==> src/rtl/joy_db15_tx.sv <==
// Device-side DB15 joystick shift chain: snapshots two players' buttons on JOY_LOAD
// and shifts them out on JOY_DATA, one bit per JOY_CLK rising edge.
module joy_db15_tx #(
  parameter int PW         = 16,
  parameter bit ACTIVE_LOW = 1'b1,
  parameter bit FILL       = 1'b1,
  localparam int FB        = 2 * PW,
  localparam int CW        = $clog2(FB) + 1
) (
  input  logic          clk,
  input  logic          reset,
  input  logic [PW-1:0] joystick1,
  input  logic [PW-1:0] joystick2,
  input  logic          JOY_LOAD,
  input  logic          JOY_CLK,
  output logic          JOY_DATA,
  output logic          frame_done,
  output logic [CW-1:0] bit_cnt,
  output logic [1:0]    state_dbg
);

  typedef enum logic [1:0] {
    IDLE  = 2'd0,
    LOAD  = 2'd1,
    SHIFT = 2'd2,
    DONE  = 2'd3
  } state_t;

  localparam logic [CW-1:0] FB_CNT = CW'(FB);

  state_t        state;
  logic [FB-1:0] sr;
  logic [FB-1:0] w;
  logic [CW-1:0] cnt_nxt;
  logic          load_s1, load_s2, load_s3;
  logic          jclk_s1, jclk_s2, jclk_s3;
  logic          load_low, load_rise, jclk_rise;

  assign w         = ACTIVE_LOW ? ~{joystick2, joystick1} : {joystick2, joystick1};
  assign load_low  = ~load_s2;
  assign load_rise = load_s2 & ~load_s3;
  assign jclk_rise = jclk_s2 & ~jclk_s3;
  assign cnt_nxt   = bit_cnt + 1'b1;
  assign state_dbg = state;

  // sr[0] is always the bit on the wire: sr holds W while loading, and it is all FILL
  // after reset and after the last shift, so IDLE/DONE drive FILL with no extra mux.
  assign JOY_DATA  = sr[0];

  always_ff @(posedge clk) begin
    if (reset) begin
      load_s1 <= 1'b1;
      load_s2 <= 1'b1;
      load_s3 <= 1'b1;
      jclk_s1 <= 1'b1;
      jclk_s2 <= 1'b1;
      jclk_s3 <= 1'b1;
    end else begin
      load_s1 <= JOY_LOAD;
      load_s2 <= load_s1;
      load_s3 <= load_s2;
      jclk_s1 <= JOY_CLK;
      jclk_s2 <= jclk_s1;
      jclk_s3 <= jclk_s2;
    end
  end

  always_ff @(posedge clk) begin
    if (reset) begin
      state      <= IDLE;
      sr         <= {FB{FILL}};
      bit_cnt    <= '0;
      frame_done <= 1'b0;
    end else begin
      frame_done <= 1'b0;
      case (state)
        IDLE, DONE: begin
          if (load_low) begin
            state   <= LOAD;
            sr      <= w;
            bit_cnt <= '0;
          end
        end
        LOAD: begin
          // Transparent while load is held; a clock edge seen with the load edge is dropped.
          sr      <= w;
          bit_cnt <= '0;
          if (load_rise) state <= SHIFT;
        end
        SHIFT: begin
          if (load_low) begin
            state   <= LOAD;
            sr      <= w;
            bit_cnt <= '0;
          end else if (jclk_rise) begin
            sr      <= {FILL, sr[FB-1:1]};
            bit_cnt <= cnt_nxt;
            if (cnt_nxt == FB_CNT) begin
              frame_done <= 1'b1;
              state      <= DONE;
            end
          end
        end
        default: state <= IDLE;
      endcase
    end
  end

endmodule

==> config.mk <==
export PLATFORM = sky130hd
export DESIGN_NAME = joy_db15_tx
export DESIGN_NICKNAME = d
export VERILOG_FILES = /design/src/rtl/joy_db15_tx.sv
export SDC_FILE = /design/constraint.sdc
export NUM_CORES = 1
export LEC_CHECK = 0
export ABC_AREA = 1
export BUFFER_PORTS_ARGS = -buffer_cell sky130_fd_sc_hd__buf_2
export CORE_AREA = 5 5 92 102
export CTS_CLUSTER_DIAMETER = 40
export DETAILED_ROUTE_END_ITERATION = 10
export DIE_AREA = 0 0 97 107
export MAX_ROUTING_LAYER = met4
export SLEW_MARGIN = 20
export SYNTH_ARGS = -nofsm -noshare
export SYNTH_HDL_FRONTEND = slang
export SYNTH_SLANG_ARGS = --single-unit
export TNS_END_PERCENT = 20
==> constraint.sdc <==
create_clock -name clk -period 2.63 [get_ports clk]
set_input_delay 0.526 -clock clk [delete_from_list [all_inputs] [get_ports clk]]
set_output_delay 0.526 -clock clk [all_outputs]
set_load 0.03 [all_outputs]
==> impl_metrics.json, run 1 <==
{
  "status": "completed",
  "p_leak_nw": 1.08,
  "clock_latency_ps": 290,
  "port_buffers": 45,
  "clock-sinks": 47,
  "yosysSeqAreaShare": 0.470,
  "htree_levels": 2,
  "dpl.hpwl_um": 3280,
  "grt_pass1_wl_um": 7650,
  "hold_viol_final": 0,
  "grt_max_degree": 34,
  "p_clk_frac": 0.199,
  "finalClockSkew_ps": 5.39,
  "switchingPower_mw": 1.07,
  "rsz0062_at_grt": "no",
  "routed_wirelength_um": 4500,
  "worst_hold_path_type": "input pin to flop",
  "die_h_um": 107,
  "tightest_slew_ps": 505,
  "ioPinCount": 46,
  "post-route-period-util": 0.691,
  "yosysMostFrequentCell": "o21ai_0",
  "track_usage": 0.0900,
  "synth_top_cell_area_share": 0.470,
  "dp_worst_setup_slack_ps": 838,
  "p_comb_frac": 0.395,
  "via_count": 1813,
  "synth_edf_count": 0,
  "grt_pass1_vias": 1751,
  "worstSetupEndpointType": "flop",
  "fillers": 926,
  "path_common_cell": "inv_1",
  "cts_setup_buffers": 0,
  "syn2layout_area_growth_pct": 21.7,
  "timing.fmax_mhz": 550,
  "synthTopCellsByArea": "dfxtp_1, o21ai_0, nand2_1, a21oi_1, ha_1",
  "dr_wl_met2_um": 1950,
  "seqPwrFrac": 0.407,
  "met3_length_um": 197,
  "m1WireLength_um": 2300,
  "cts_root_buffer": "clkbuf_8",
  "drive_gt1_frac": 0.211,
  "cp.arrival_ps": 2040,
  "synth_cells": 268,
  "final_net_count": 347,
  "cpLargestDelayFamily": "compound AO/OA/AOI/OAI gates",
  "crit_chain": "inv_1, ha_1, inv_1, a21oi_4, buf_4, a21oi_1, o21ai_0",
  "period_needed_ps": 1820,
  "crit_path_top_delay_cell": "dfxtp_1",
  "n_antenna_cell": 0,
  "initial_core_util": 0.242,
  "slew_headroom": 0.663,
  "top_layer": "met4",
  "cts_buffers": 5,
  "crit_required_ps": 2860,
  "cts_tree": "built",
  "cts_resized": 0,
  "syn_area_um2": 2000,
  "ir_drop_v": 0.000316,
  "die_w_um": 97,
  "clockBufferDepth": 2,
  "cp_max_fo": 33,
  "power.internal_mw": 1.66,
  "first_pass_iters": 4,
  "die_area_um2": 10400,
  "synth_common_cells": "o21ai_0, nand2_1, dfxtp_1, a21oi_1, inv_1",
  "drc_errors": 0,
  "crit_type": "flop to flop",
  "clk_pin_slew_ps": 90,
  "yosysWarnings": 0,
  "cts_hold_buf": 0,
  "setup_viol": 0,
  "row_count": 35,
  "synth-seq-cells": 47,
  "wl_per_cell_um": 10.7,
  "antenna_found_initial": 0,
  "core_um2": 8280,
  "setup_tns_ps": 0,
  "drt.antenna.violating_nets": 0,
  "startpoint_type": "flop",
  "synthesis.nets": 308,
  "worst_slack_ps": 811,
  "synth_cell_types": 20,
  "drt_iter0_markers": 58,
  "syn_avg_cell_area_um2": 7.47,
  "async_reset_ff_frac": 0,
  "worst_path_largest_cell_delay_ps": 420,
  "power-per-cell-area_nw_per_um2": 1120,
  "cap_violations": 0,
  "finalMaxSlewViolations": 0,
  "vias_per_cell": 4.33,
  "p_sw_frac": 0.392,
  "ys.flop_type": "dfxtp_1",
  "place_congestion": 0.838,
  "synth_area_leader_cell": "dfxtp_1",
  "grt-ovfl-total": 0,
  "path_buf_inv": 3
}
==> through the flow <==
step	hold WS, ps	util	instance area [µm²]	instances	power (mW)
after floorplan	387	-	2000	268	2.01
after global routing	399	0.294	2440	419	3.01
after global placement	396	0.280	2320	411	2.17
after detailed placement	396	0.280	2320	411	2.21
after CTS	399	0.294	2440	419	2.76
final	408	0.294	2440	419	2.73
==> cell families after synthesis <==
kind of cell	Yosys count	synth area share
adders and majority gates	4	0.0250
buffers and inverters	31	0.0681
DFF	47	0.470
AOI/OAI and AO/OA	108	0.277
and+or+nand+nor	78	0.161
==> registers in the layout, summed over array words and instances, names as in the netlist <==
name and flops:
bit_cnt 6, frame_done 1, state_dbg 2, jclk_s1 1, load_s3 1, sr 32, jclk_s3 1, jclk_s2 1
load_s2 1, load_s1 1
==> cells in the final DEF, fill, tap and decap left out, drive strengths merged <==
cell type | synthesis | routed
clkbuf | 10 | 6
o21ai | 67 | 67
nand4 | 1 | 1
ha | 4 | 4
nor2 | 5 | 5
nor4 | 1 | 1
o21a | 1 | 1
bufinv | 0 | 1
inv | 13 | 13
clkinv | 0 | 1
nand2 | 59 | 59
nand3 | 7 | 7
a21oi | 40 | 40
or2 | 5 | 5
buf | 8 | 50
dfxtp | 47 | 47
==> area by class of cell <==
type | instances | area, µm² | share of cell area
clock buffer | 6 | 82.6 | 0.0339
sequential | 47 | 941 | 0.386
timing repair buffer | 50 | 263 | 0.108
inverter | 13 | 48.8 | 0.0200
multi-input combinational | 190 | 928 | 0.381
tap | 111 | 139 | 0.0570
clock inverter | 2 | 35.0 | 0.0144
==> path summary, 6_finish.rpt <==
kind | from | endpoint | slack [ps] | depth (start not counted)
worst min-delay path | JOY_LOAD | load_s1 | 410 | 2
worst max-delay path | state_dbg[0] | sr[16] | 810 | 7
worst max register to register | state_dbg[0] | sr[16] | 810 | 7
worst min register to register | load_s1 | load_s2 | 410 | 1
==> power groups by stage <==
stage | logic (mW) | clock network (mW) | registers, mW
finish | 1.08 | 0.541 | 1.11
global route | 1.28 | 0.593 | 1.14
CTS | 1.09 | 0.560 | 1.11
detailed placement | 1.09 | 0 | 1.12
global placement | 1.06 | 0 | 1.11
floorplan | 0.874 | 0 | 1.14
==> layer usage <==
metal / up-vias / global-route usage
met2: 41 / 0.139
met3: 8 / 0.0254
li1: 977 / -
met5: - / -
met1: 787 / 0.114
met4: 0 / 0.0301
No activity file was read; power rests on OpenSTA's default activity.
==> run 2: changes to the inputs <==
==> constraint.sdc (replaced) <==
create_clock -name clk -period 1.7 [get_ports clk]
set_input_delay 0.34 -clock clk [delete_from_list [all_inputs] [get_ports clk]]
set_output_delay 0.34 -clock clk [all_outputs]
set_load 0.03 [all_outputs]
==> run 2 against run 1 <==
  * Final cell count rose by 0.48%
  * Clock skew rose by 2.1 ps
  * Die area did not move
  * Highest routed layer unchanged
  * Largest power group is now combinational cells
  * Flip-flop and latch count did not move
  * Utilization rose by 0.51 points
  * First-iteration DRC count rose by 100%
  * Worst setup slack got worse by 620 ps
  * Non-clock buffer count rose by 2
  * Via count rose by 2.6%
  * Critical path depth rose by 1
  * Total power rose by 61%
==> impl_metrics.json, run 2 (synthesized netlist as in run 1, its figures left out) <==
{
  "status": "completed",
  "m1WireLength_um": 2200,
  "port_buffers": 45,
  "cts_tree": "built",
  "rrSetupSlack_ps": 190,
  "drc_errors": 0,
  "r2r_start": "state_dbg[0]",
  "worst_path_largest_cell_delay_ps": 330,
  "place_congestion": 0.864,
  "crit_required_ps": 1890,
  "layout_common_cells": "o21ai_0, nand2_1, dfxtp_1, buf_2, a21oi_1",
  "cts_buffers": 5,
  "cpLargestDelayFamily": "simple AND/OR/NAND/NOR gates",
  "grt_max_degree": 65,
  "largest_reg_flops": 32,
  "die_w_um": 97,
  "worstSetupEndpointType": "flop",
  "whs_path_depth": 2,
  "grt_pass1_vias": 1725,
  "dr_wl_met2_um": 2170,
  "wl_per_cell_um": 11.1,
  "dpl.hpwl_um": 3300,
  "track_usage": 0.0941,
  "hp-start": "JOY_LOAD",
  "vias_per_cell": 4.42,
  "holdPathEnd": "load_s1",
  "startpoint": "state_dbg[0]",
  "cts_hold_buf": 0,
  "finalMaxSlewViolations": 0,
  "rsz0062_at_grt": "no",
  "ir_drop_v": 0.000596,
  "initial_core_util": 0.242,
  "p_leak_nw": 1.10,
  "setup_viol": 0,
  "cp.arrival_ps": 1700,
  "slew_headroom": 0.792,
  "period_needed_ps": 1510,
  "fillers": 898,
  "tightest_slew_ps": 311,
  "reg2reg_to": "state_dbg[1]",
  "ioPinCount": 46,
  "core_um2": 8280,
  "finalClockSkew_ps": 7.53,
  "clockBufferDepth": 2,
  "top_layer": "met4",
  "clk_pin_slew_ps": 80,
  "htree_levels": 2,
  "reg2reg_depth": 8,
  "drt_iter0_markers": 117,
  "utilization": 0.300,
  "power-per-cell-area_nw_per_um2": 1770,
  "crit_path_top_delay_cell": "dfxtp_1",
  "cap_violations": 0,
  "final_net_count": 349,
  "die_area_um2": 10400,
  "crit_cells": 8,
  "via_count": 1861,
  "hold_viol_final": 0,
  "clock_latency_ps": 290,
  "n_antenna_cell": 0,
  "die_h_um": 107,
  "grt-ovfl-total": 0,
  "first_pass_iters": 4,
  "drt.antenna.violating_nets": 0,
  "row_count": 35,
  "clock-sinks": 47,
  "crit_type": "flop to flop",
  "antenna_found_initial": 0,
  "layout_commonest_cell": "o21ai_0",
  "cts_root_buffer": "clkbuf_8",
  "cp_max_fo": 5,
  "post-route-period-util": 0.886,
  "top_register": "sr",
  "grt_pass1_wl_um": 7870,
  "drive_gt1_frac": 0.223,
  "path_buf_inv": 2,
  "worst_hold_path_type": "input pin to flop",
  "setup_tns_ps": 0,
  "syn2layout_area_growth_pct": 23.8,
  "met3_length_um": 265,
  "routed_wirelength_um": 4660,
  "crit_chain": "inv_1, ha_1, inv_1, a21oi_4, nor2_1, nand3_1, nand2_1, nor2_1",
  "startpoint_type": "flop",
  "timing.fmax_mhz": 664
}
[run 2: cell types whose count changed in the layout (fill, tap and decap cells not counted)]
cell     before  now
dfxtp_1      47   45
buf_12        0    2
dfxtp_2       0    2
[run 2: cell type report]
type / instances / area (µm²) / share of cell area
Tap cell: 111 / 139 / 0.0560
Multi-Input combinational cell: 190 / 928 / 0.374
Sequential cell: 47 / 943 / 0.380
Timing Repair Buffer: 52 / 303 / 0.122
Inverter: 13 / 48.8 / 0.0197
Clock inverter: 2 / 35.0 / 0.0141
Clock buffer: 6 / 82.6 / 0.0333
[run 2: per-stage QoR]
stage	instance area, µm²	total power, mW	setup WS (ps)	std cells	hold WS (ps)
after floorplan	2000	3.11	22.9	268	387
after global placement	2360	3.53	275	413	398
after detailed placement	2360	3.59	205	413	398
after CTS	2480	4.46	180	421	219
after global routing	2480	4.85	5.61	421	216
final	2480	4.40	193	421	228
[run 2: worst max path at each step]
stage / slack (ps) / endpoint
finish: 190 / state_dbg[1]
global route: 6 / state_dbg[1]
CTS: 180 / state_dbg[1]
detailed placement: 210 / state_dbg[1]
global placement: 270 / state_dbg[1]
floorplan: 20 / sr[10]
[run 2: repair_timing]
action,CTS,global route
setup endpoints to repair,0,1
gates resized for setup,0,2
setup buffers,0,0
[run 2: layer usage]
metal  vias up  GRT usage
met1       827      0.118
li1        984          -
met3         4     0.0273
met2        46      0.149
met5         -          -
met4         0     0.0241
[run 2: power breakdown]
group / internal, mW / switching (mW)
Sequential: 1.51 / 0.195
Combinational: 0.691 / 1.15
Clock: 0.476 / 0.375
[run 2: worst reg2reg max path, cell delays in order (launching register included)]
cell and delay (ps):
dfxtp_1 330, inv_1 40, ha_1 270, inv_1 130, a21oi_4 100, nor2_1 260
nand3_1 150, nand2_1 80, nor2_1 40
